## src/rtl/pipo_arb_pkg.sv

```systemverilog
// Shared types and constants for the PIPO write arbiter.
package pipo_arb_pkg;

    typedef enum logic [1:0] {
        IDLE   = 2'd0,
        GRANT  = 2'd1,
        COMMIT = 2'd2
    } arb_state_t;

    localparam int CNT_W = 8;

endpackage

```

## src/rtl/pipo_write_arbiter_rr_pick.sv

```systemverilog
// Round-robin picker: returns the first asserted request at or above rr_ptr,
// wrapping past the top index back to zero.
module rr_pick #(
    parameter int NUM_REQ = 4,
    parameter int IDX_W   = $clog2(NUM_REQ)
) (
    input  logic [NUM_REQ-1:0] req,
    input  logic [IDX_W-1:0]   rr_ptr,
    output logic               valid,
    output logic [IDX_W-1:0]   idx
);

    // Scan from the farthest offset down to offset 0 so the closest request to rr_ptr wins.
    always_comb begin
        // NOTE: every output gets a default before the loop so no path leaves it unassigned (no latch).
        valid = 1'b0;
        idx   = '0;
        for (int k = NUM_REQ - 1; k >= 0; k--) begin
            int                 c;
            logic [IDX_W-1:0]   cand;
            c = int'(rr_ptr) + k;
            if (c >= NUM_REQ) begin
                c = c - NUM_REQ;
            end
            cand = IDX_W'(c);
            if (req[cand]) begin
                valid = 1'b1;
                idx   = cand;
            end
        end
    end

endmodule

```

## src/rtl/pipo_write_arbiter.sv

```systemverilog
// Round-robin write controller sharing one PIPO data register between NUM_REQ requesters.
// IDLE picks a winner and latches its data, GRANT waits one cycle, COMMIT strobes the
// register and acks the winner. One write every three cycles at most.
module pipo_write_arbiter
    import pipo_arb_pkg::*;
#(
    parameter int NUM_REQ = 4,
    parameter int DATA_W  = 4
) (
    input  logic                        clk,
    input  logic                        reset,
    input  logic [NUM_REQ-1:0]          req,
    input  logic [NUM_REQ*DATA_W-1:0]   wdata,
    output logic [NUM_REQ-1:0]          ack,
    output logic                        reg_load,
    output logic [DATA_W-1:0]           reg_data,
    output logic                        busy,
    output logic [$clog2(NUM_REQ)-1:0]  last_owner,
    output logic [CNT_W-1:0]            write_count
);

    localparam int IDX_W = $clog2(NUM_REQ);

    arb_state_t         state;
    logic [IDX_W-1:0]   rr_ptr;
    logic [IDX_W-1:0]   grant_idx;
    logic [DATA_W-1:0]  grant_data;
    logic               pick_valid;
    logic [IDX_W-1:0]   pick_idx;

    rr_pick #(
        .NUM_REQ (NUM_REQ),
        .IDX_W   (IDX_W)
    ) u_pick (
        .req    (req),
        .rr_ptr (rr_ptr),
        .valid  (pick_valid),
        .idx    (pick_idx)
    );

    // State sequencing: IDLE -> GRANT -> COMMIT -> IDLE, leaving IDLE only on a pick.
    always_ff @(posedge clk) begin
        // NOTE: sequential state uses non-blocking assignments so every flop sees pre-edge values.
        if (reset) begin
            state <= IDLE;
        end else begin
            case (state)
                IDLE:    if (pick_valid) state <= GRANT;
                GRANT:   state <= COMMIT;
                COMMIT:  state <= IDLE;
                default: state <= IDLE;
            endcase
        end
    end

    // Capture the winner and its data at the IDLE->GRANT edge; later wdata changes are ignored.
    always_ff @(posedge clk) begin
        // NOTE: pure datapath capture, never read before being loaded, so it carries no reset.
        if (state == IDLE && pick_valid) begin
            grant_idx  <= pick_idx;
            grant_data <= wdata[pick_idx*DATA_W +: DATA_W];
        end
    end

    // Present latched data to the register for COMMIT and hold it afterwards.
    always_ff @(posedge clk) begin
        if (reset) begin
            reg_data <= '0;
        end else if (state == GRANT) begin
            reg_data <= grant_data;
        end
    end

    // Bookkeeping on each committed write; the winner drops to lowest priority.
    always_ff @(posedge clk) begin
        if (reset) begin
            last_owner  <= '0;
            write_count <= '0;
            rr_ptr      <= '0;
        end else if (state == COMMIT) begin
            last_owner  <= grant_idx;
            write_count <= write_count + 1'b1;
            if (grant_idx == IDX_W'(NUM_REQ - 1)) begin
                rr_ptr <= '0;
            end else begin
                rr_ptr <= grant_idx + 1'b1;
            end
        end
    end

    // Load strobe and one-hot ack come straight from COMMIT so they always coincide.
    always_comb begin
        reg_load = (state == COMMIT);
        busy     = (state != IDLE);
        ack      = '0;
        if (state == COMMIT) begin
            ack[grant_idx] = 1'b1;
        end
    end

endmodule
```

## config.mk

```make
export PLATFORM = sky130hd
export DESIGN_NAME = pipo_write_arbiter
export DESIGN_NICKNAME = d
export VERILOG_FILES = /design/src/rtl/pipo_arb_pkg.sv /design/src/rtl/pipo_write_arbiter_rr_pick.sv /design/src/rtl/pipo_write_arbiter.sv
export SDC_FILE = /design/constraint.sdc
export NUM_CORES = 1
export LEC_CHECK = 0
export CAP_MARGIN = 20
export CORE_ASPECT_RATIO = 0.6
export CORE_MARGIN = 5
export CORE_UTILIZATION = 35
export DETAILED_ROUTE_END_ITERATION = 12
export PLACE_DENSITY = 0.75
export SKIP_CTS_REPAIR_TIMING = 1
export SLEW_MARGIN = 10
export SYNTH_ARGS = -nofsm -noshare
export SYNTH_HDL_FRONTEND = slang
export SYNTH_SLANG_ARGS = --single-unit
```

## constraint.sdc

```tcl
create_clock -name clk -period 1.75 [get_ports clk]
set_input_delay 0.525 -clock clk [delete_from_list [all_inputs] [get_ports clk]]
set_output_delay 0.525 -clock clk [all_outputs]
set_load 0.01 [all_outputs]
```

==> After elaboration in Yosys (flattened, before gate mapping) <==
Index checks and enable logic that the tools add are counted.
{ "totals": {"reg_bits": 24, "inputBits": 22, "out_inout_bits": 20, "elab_cells": 61} }
{ "op_classes": {"addsub": 9, "order_cmp": 10, "eq_ne": 4, "shifts": 1, "muxes": 26, "reduce_logical": 4} }
{ "ops": {"columns": ["cell", "n"], "rows": [
  ["$mux 2", 10],
  ["$shiftx 16x5->4", 1],
  ["$lt 2x3->1 const B", 5],
  ["$ge 3x3->1 const B", 3],
  ["$mux 1", 9],
  ["$add 8x1->8 const B", 1],
  ["$bmux 1 s2", 4],
  ["$sub 2x1->2 const B", 4],
  ["$add 2x2->3 const B", 2],
  ["$eq 2x2->1 const B", 2],
  ["$mux 4", 1],
  ["$pmux 2 s2", 1],
  ["$add 2x1->3 const B", 1],
  ["$ge 2x3->1 const B", 1],
  ["$add 2x1->2 const B", 1],
  ["$demux 1 s2", 1],
  ["$eq 2x1->1 const B", 1],
  ["$ge 2x1->1 const B", 1],
  ["$logic_and 1x1->1", 2],
  ["$logic_not 2->1", 1],
  ["$ne 2x2->1 const B", 1],
  ["$reduce_bool 2->1", 1]
]} }

==> Depth between registers and ports, before layout <==
Gate-level depths: netlist of run 1.
{ "logic_depth": {"ltp_word": 11, "ltp_mapped": 6} }

==> Cells and area by module <==
Synthesis of run 1 repeated with hierarchy kept, for this count alone.
{ "unflattened": {"cells_unflattened": 115, "area_unflattened_um2": 1163.6} }
{ "by_module_without_submodules": {"columns": ["module", "n_inst", "cells_each", "area_per_inst_um2", "seq_area_each_um2"], "rows": [
  ["pipo_write_arbiter", 1, 102, 1086.0, 540.5],
  ["rr_pick", 1, 13, 77.6, 0.0]
]} }

==> Least setup slack after synthesis of run 1 <==
No wires, ideal clock.
{ "synth_path": {"path_kind": "input to register", "from": "input port req[2]", "to": "register grant_data[0], data pin", "setup_time_ns": 0.267, "arrival_ns": 1.284, "required_time_ns": 1.483, "slack_ns": 0.199, "path_stages": 6, "path_buffers": 1, "path_cell_list": "mux2i_1 -> nor2_1 -> nor3_2 -> buf_6 -> mux2i_1 -> mux2i_1"} }
{ "synth_between": {"elab_chain_cells": 7, "elab_cells_between_ends": 13} }
{ "synth_rtl": {"columns": ["item", "line_no", "rtl"], "rows": [
  ["from (decl)", "pipo_write_arbiter.sv:12", "input logic [NUM_REQ-1:0] req,"],
  ["$bmux 1 s2", "pipo_write_arbiter_rr_pick.sv:26", "if (req[cand]) begin"],
  ["$mux 1 (not written as such)", "pipo_write_arbiter_rr_pick.sv:26", null],
  ["$mux 2 (3 in a row)", "pipo_write_arbiter_rr_pick.sv:26", null],
  ["$mux 2 (*)", "pipo_write_arbiter_rr_pick.sv:26", null],
  ["via pick_idx[0]", "pipo_write_arbiter.sv:29", "logic [IDX_W-1:0] pick_idx;"],
  ["$shiftx 16x5->4 (*)", "pipo_write_arbiter.sv:61", "grant_data <= wdata[pick_idx*DATA_W +: DATA_W];"],
  ["to (signal assigned)", "pipo_write_arbiter.sv:61", null],
  ["to (decl)", "pipo_write_arbiter.sv:27", "logic [DATA_W-1:0] grant_data;"]
]} }
The timed path passes the listed nets; every way through them passes the cells marked *. The select of a mux whose other input is x is not followed.
A chain may end at the register's enable or synchronous reset.

==> Final worst setup path of run 1 <==
{ "layout_path": {"from": "register grant_idx[0]", "to": "output port ack[1]"} }
{ "layout_between": {"elab_chain_cells": 5, "elab_cells_between_ends": 6} }
{ "layout_rtl": {"columns": ["item", "line_no", "rtl"], "rows": [
  ["from (decl)", "pipo_write_arbiter.sv:26", "logic [IDX_W-1:0] grant_idx;"],
  ["from (signal assigned)", "pipo_write_arbiter.sv:60", "grant_idx <= pick_idx;"],
  ["$lt 2x3->1 (not written as such) / $ge 2x1->1 (equally long branches)", "pipo_write_arbiter.sv:97", "ack[grant_idx] = 1'b1;"],
  ["$logic_and 1x1->1 (not written as such)", "pipo_write_arbiter.sv:97", null],
  ["$mux 1 (not written as such)", "pipo_write_arbiter.sv:97", null],
  ["$demux 1 s2 (*)", "pipo_write_arbiter.sv:97", null],
  ["$mux 4 (*)", "pipo_write_arbiter.sv:96", "if (state == COMMIT) begin"],
  ["to (decl)", "pipo_write_arbiter.sv:14", "output logic [NUM_REQ-1:0] ack,"]
]} }
Mark *: on every way between the ends. The rest lies on a longest branch, timed or not.

==> summary.txt, run 1 <==
Hold path
  – Worst hold stages: 2
  – HP Class: reg -> reg
  – Worst Hold Endpoint: last_owner[0]$_SDFFE_PP0P_
  – Hold Startpoint: last_owner[0]$_SDFFE_PP0P_

Layout
  – Ratio of cells with drive above 1 in the final layout: 25.14%
  – Diode count: 0
  – Area grow syn2layout: 59.94%
  – Commonest non-fill, non-tap cell in the layout: clkdlybuf4s50_1
  – Final #Nets: 203
  – Commonest cells after routing, fill and taps aside: clkdlybuf4s50_1 (24), mux2i_1 (16), nor2_1 (14)
  – Post-route cell area: 0.001873 mm2

Worst setup path
  – WP data arrival: 1.35 ns
  – Worst reg2reg path endpoint: grant_data[2]$_DFFE_PP_
  – Reg-to-Reg Start: rr_ptr[1]$_SDFFE_PP0P_
  – Crit Path Category: reg -> out
  – Setup crit end kind: output port
  – Worst setup SP type: register
  – Worst r2r path cells: 7
  – Critical Path RT: 1.22 ns
  – Worst Path Max Fanout: 2
  – FF-to-FF setup slack: 0.17 ns

Detailed routing
  – Via density: 4.714
  – Routed wire length: 2.614 mm
  – Routed len/inst: 11.88 um
  – Violation count after the first detailed-route iteration: 32
  – Antenna-violating nets left: 0
  – TritonRoute pass-1 iters: 5
  – Detailed-route via count: 1037
  – DRC viols: 0

Timing
  – Final setup violation count: 3
  – Crit path setup slack, layout: -0.1259 ns
  – Final hold vios: 0
  – Max frequency: 533.1 MHz
  – Final min period: 1.876 ns
  – Period utilization: 107.2%
  – RSZ-0062 raised after global routing: yes
  – Clock skew: 0.001586 ns
  – Setup TNS Final: -0.3283 ns
  – Least-Margin Pin Slew: 0.4475 ns
  – Slew Viols, Final: 0
  – Slew Limit Headroom: 70.06%

Global route
  – All-Layer GR Usage: 11.15%
  – Antenna violations before repair: 0
  – Remaining global-route overflow: 0
  – First-pass GRT wire length: 4.022 mm
  – Maximum number of pins on one net before global-route repair: 19
  – Number of global-route vias before repair: 956

Power
  – VDD IR-drop max: 0.0003115 V
  – P_leak: 0.9362 nW
  – Pwr dens: 686.9 mW/mm2

Placement
  – Detail Placement HPWL: 2.046 mm
  – Placed Area: 0.001693 mm2
  – GP Congestion: 0.7794
  – Place WS: -0.4600 ns
  – Number of buffers added on ports: 41

Job
  – Max-cap violation count: 0

Clock tree
  – CTS tree: built
  – Clock Tree Buf Depth: 2
  – TritonCTS buffer count: 3
  – CTS root buffer: clkbuf_8
  – CTS Sinks: 24
  – Skew-Pair Late Insertion Delay: 0.26 ns
  – Htree depth: 1
  – CTS clock-pin slew for the worst setup and hold paths: 0.08 ns

Yosys
  – Synth Register Bits: 24
  – Top cell type's share of synthesized area: 30.77%
  – Mean post-synth cell area: 9.925 um2
  – Warnings, synthesis: 0
  – Synth cell types: 29
  – Syn_nets: 145
  – Synth area leader: dfxtp_1
  – Seq/Total Area, Yosys: 46.15%
  – Top cells by area, synth: dfxtp_1 (31%), edfxtp_1 (15%), mux2i_1 (15%), ha_1 (5.3%), nor2_1 (4.5%)
  – Synthesized area: 0.001171 mm2
  – Cells after synthesis: 118

Outcome
  – Failing checks: setup timing
  – Status: finished with violations

Floorplanning
  – Starting density of the core: 36.11%
  – Io pins: 42
  – Num rows: 16
  – DIE WIDTH: 84.68 um
  – Die height: 54.81 um
  – Core Region: 0.003243 mm2
  – Full die area: 0.004641 mm2
## routing by layer
| metal | vias up | share of wire (%) | track usage [%] |
|---|---|---|---|
| met2 | 38 | 47 | 20.78 |
| met3 | 2 | 8.6 | 4.812 |
| met5 | - | 0 | 0 |
| li1 | 517 | - | - |
| met1 | 480 | 44 | 11.88 |
| met4 | 0 | 0.38 | 3.158 |
## synthesized netlist by cell type
cell type and number:
edfxtp_1 6, nor3_2 1, a21oi_1 10, xor2_1 4, nand4_4 1, mux2i_1 17
nor4_1 1, nand2b_1 1, buf_2 1, nor3_1 2, dfxtp_1 18, nor3b_1 1
a21oi_2 1, nand4_1 2, ha_1 5, and2_1 4, nor2_1 14, inv_2 1
nand2_1 12, nand3b_1 1, and3_1 1, nand2b_4 1, buf_6 1, or3_1 2
clkbuf_1 3, o21ai_0 2, xnor2_1 1, or2_2 1, inv_1 3
## critical path: stages, from the launching register on
cell	delay (ns)
edfxtp_1	0.42
buf_6	0.14
buf_4	0.13
ha_4	0.14
and2_4	0.14
buf_6	0.11
## state kept, by name (all words and copies together) (netlist names)
signal / cells
grant_idx: 2
state: 2
write_count: 8
rr_ptr: 2
last_owner: 2
reg_data: 4
grant_data: 4
## layout make-up
cell class,count,area (um2)
Inverter,4,20.02
Clock inverter,1,3.754
Fill cell,268,1370
Multi-Input combinational cell,85,626.9
Sequential cell,24,546.8
Clock buffer,3,41.29
Tap cell,45,56.30
Timing Repair Buffer,58,578.1
## cells by family after synthesis
| logic type | count (synthesis) | synth area share (%) |
|---|---|---|
| buf+inv | 9 | 3.632 |
| xor+xnor | 5 | 3.739 |
| compound gates | 13 | 5.876 |
| mux | 17 | 14.53 |
| fa+ha+maj | 5 | 5.342 |
| flops | 24 | 46.15 |
| simple gates | 45 | 20.73 |
## through the flow
stage	hold WS, ns	instances	power, mW	util [%]
floorplan	0.4525	118	0.7898	-
global placement	0.4586	210	0.9183	52.20
detailed placement	0.4656	210	0.9297	52.20
CTS	0.4770	214	1.249	53.59
global route	0.5230	220	1.360	57.75
finish	0.4746	220	1.287	57.75
## worst max path at each step
stage                                start                      end  slack (ns)  cells after the start
global route        grant_idx[0]$_DFFE_PP_                   ack[2]       -0.19                      6
floorplan                           req[2]  grant_data[0]$_DFFE_PP_        0.20                      6
detailed placement                  req[2]  grant_data[3]$_DFFE_PP_       -0.46                      7
CTS                 grant_idx[0]$_DFFE_PP_                   ack[2]       -0.40                      4
finish              grant_idx[0]$_DFFE_PP_                   ack[1]       -0.13                      5
global placement                    req[2]  grant_data[1]$_DFFE_PP_       -0.35                      7
## power breakdown
part           switching (mW)  internal (mW)  leakage, nW
logic                   0.137          0.192        0.704
registers              0.0247          0.618        0.209
clock network           0.158          0.156       0.0231
total                   0.320          0.967        0.936
(Power assumes the default switching activity.)
==> inputs of run 2 (changes only) <==
RECOVER_POWER = 25   (was default)
==> run 2 against run 1 <==
Effect of this change: the flow still finishes with violations (setup timing); flip-flop and latch count unchanged; critical path depth unchanged; routed wire length up 0.15%; via count down 0.48%; die area unchanged; non-clock buffer count unchanged; core utilization down 0.12 points; worst setup slack worse by 0.0032 ns; worst hold slack about the same; cell count unchanged; critical path type unchanged; sequential power about the same; first-iteration DRC count down 25%.
==> summary.txt, run 2 (same netlist as run 1, synthesis figures left out) <==
Power
  – Pwr dens: 689.1 mW/mm2 (+0.31%)
  – P_leak: 0.9328 nW (-0.36%)
  – VDD IR-drop max: 0.0003145 V (+0.95%)
  – Final Power: 1.288 mW (+0.11%)

Global route
  – First-pass GRT wire length: 4.022 mm (unchanged)
  – Maximum number of pins on one net before global-route repair: 19 (unchanged)
  – Number of global-route vias before repair: 956 (unchanged)
  – Antenna violations before repair: 0 (unchanged)
  – Remaining global-route overflow: 0 (unchanged)
  – All-Layer GR Usage: 11.15% (unchanged)

Layout
  – Post-route cell area: 0.001869 mm2 (-0.20%)
  – Area grow syn2layout: 59.62%
  – Final #Nets: 203 (unchanged)
  – Utilization of the core after routing: 57.64% (-0.12 points)
  – Final std cells w/o fill: 220 (unchanged)
  – Diode count: 0 (unchanged)
  – Top Registers: write_count (8), grant_data (4), reg_data (4)
  – Ratio of cells with drive above 1 in the final layout: 24.57% (-0.57 points)
  – Commonest cells after routing, fill and taps aside: clkdlybuf4s50_1 (23), mux2i_1 (16), nor2_1 (14), dlymetal6s2s_1 (13), dfxtp_1 (13)
  – Largest register FFs: 8 (unchanged)
  – Number of filler cells placed in the layout: 268 (unchanged)
  – Commonest non-fill, non-tap cell in the layout: clkdlybuf4s50_1
  – Largest Register: write_count

Clock tree
  – CTS clock-pin slew for the worst setup and hold paths: 0.08 ns (about the same)
  – Htree depth: 1 (unchanged)
  – Clock Tree Buf Depth: 2 (unchanged)
  – TritonCTS buffer count: 3 (unchanged)
  – Skew-Pair Late Insertion Delay: 0.26 ns (about the same)
  – CTS root buffer: clkbuf_8
  – CTS Sinks: 24 (unchanged)
  – CTS tree: built

Placement
  – Place WS: -0.4600 ns (unchanged)
  – Inst Count DP: 210 (unchanged)
  – Placed Area: 0.001693 mm2 (unchanged)
  – Detail Placement HPWL: 2.046 mm (unchanged)
  – Number of buffers added on ports: 41 (unchanged)
  – GP Congestion: 0.7794 (unchanged)

Worst setup path
  – Setup crit start: grant_idx[0]$_DFFE_PP_
  – Worst setup SP type: register
  – Setup crit end kind: output port
  – WP data arrival: 1.35 ns (about the same)
  – Critical Path RT: 1.22 ns (about the same)
  – Crit Path Category: reg -> out
  – Reg-to-Reg Start: rr_ptr[1]$_SDFFE_PP0P_
  – Worst Path Max Fanout: 2 (unchanged)

Timing
  – Setup TNS Final: -0.3379 ns (-0.009600 ns)
  – Max frequency: 532.2 MHz (-0.17%)
  – Slew Viols, Final: 0 (unchanged)
  – RSZ-0062 raised after global routing: yes
  – Final min period: 1.879 ns (+0.003215 ns)
  – Slew Limit Headroom: 48.36% (-22 points)
  – Clock skew: 0.001663 ns (+0.00007688 ns)
  – Min Hold Slack: 0.4746 ns (+0.00005000 ns)
  – Final setup violation count: 3 (unchanged)
  – Final hold vios: 0 (unchanged)
  – Least-Margin Pin Slew: 0.7746 ns (+0.3271 ns)
  – Crit path setup slack, layout: -0.1291 ns (-0.003215 ns)
  – Period utilization: 107.4% (+0.18 points)

Detailed routing
  – TritonRoute pass-1 iters: 4 (-1)
  – Via density: 4.691 (-0.48%)
  – Detailed-route via count: 1032 (-0.48%)
  – DRC viols: 0 (unchanged)
  – Antenna-violating nets left: 0 (unchanged)
  – Routed len/inst: 11.90 um (+0.15%)
  – Violation count after the first detailed-route iteration: 24 (-25%)
  – Routed wire length: 2.618 mm (+0.15%)

Floorplanning
  – Full die area: 0.004641 mm2 (unchanged)
  – Die height: 54.81 um (unchanged)
  – Num rows: 16 (unchanged)
  – Core Region: 0.003243 mm2 (unchanged)
  – Starting density of the core: 36.11% (unchanged)
  – Io pins: 42 (unchanged)
  – DIE WIDTH: 84.68 um (unchanged)

Outcome
  – Status: finished with violations
  – Failing checks: setup timing

Hold path
  – Hold Startpoint: last_owner[0]$_SDFFE_PP0P_
  – HP Class: reg -> reg

Job
  – Max-cap violation count: 0 (unchanged)
==> run 2: cell count changes in the layout (fill, tap and decap cells not counted), sizes merged <==
cell / change
clkdlybuf4s50: -1
dlygate4sd3: +1
buf: -1
clkbuf: +1
==> run 2: final timing paths <==
path / slack (ns) / endpoint / cells past startpoint
max reg2reg: 0.17 / grant_data[2]$_DFFE_PP_ / 7
min reg2reg: 0.47 / last_owner[0]$_SDFFE_PP0P_ / 2
max: -0.13 / ack[1] / 5
min: 0.47 / last_owner[0]$_SDFFE_PP0P_ / 2
==> run 2: critical path, cell delays in order, from the launching register on <==
cell	delay (ns)
edfxtp_1	0.42
buf_6	0.14
buf_4	0.13
ha_4	0.14
and2_4	0.14
buf_6	0.11
==> run 2: final cells by class <==
cell class	instances	area (um2)	area share, %
tap	45	56.30	3.012
sequential	24	546.8	29.25
timing repair buffer	58	574.3	30.72
inverter	4	20.02	1.071
clock buffer	3	41.29	2.209
multi-input combinational	85	626.9	33.53
clock inverter	1	3.754	0.2008
==> run 2: power breakdown <==
part | leakage, nW | internal [mW] | switching [mW]
clock network | 0.0231 | 0.157 | 0.161
registers | 0.209 | 0.618 | 0.0247
logic | 0.701 | 0.191 | 0.137
==> run 2: per-layer routing <==
layer,up-vias,track usage (%),routed length [um]
li1,517,-,-
met1,476,11.88,1170
met2,34,20.78,1214
met3,5,4.812,210
met4,0,3.158,22
met5,-,0,0
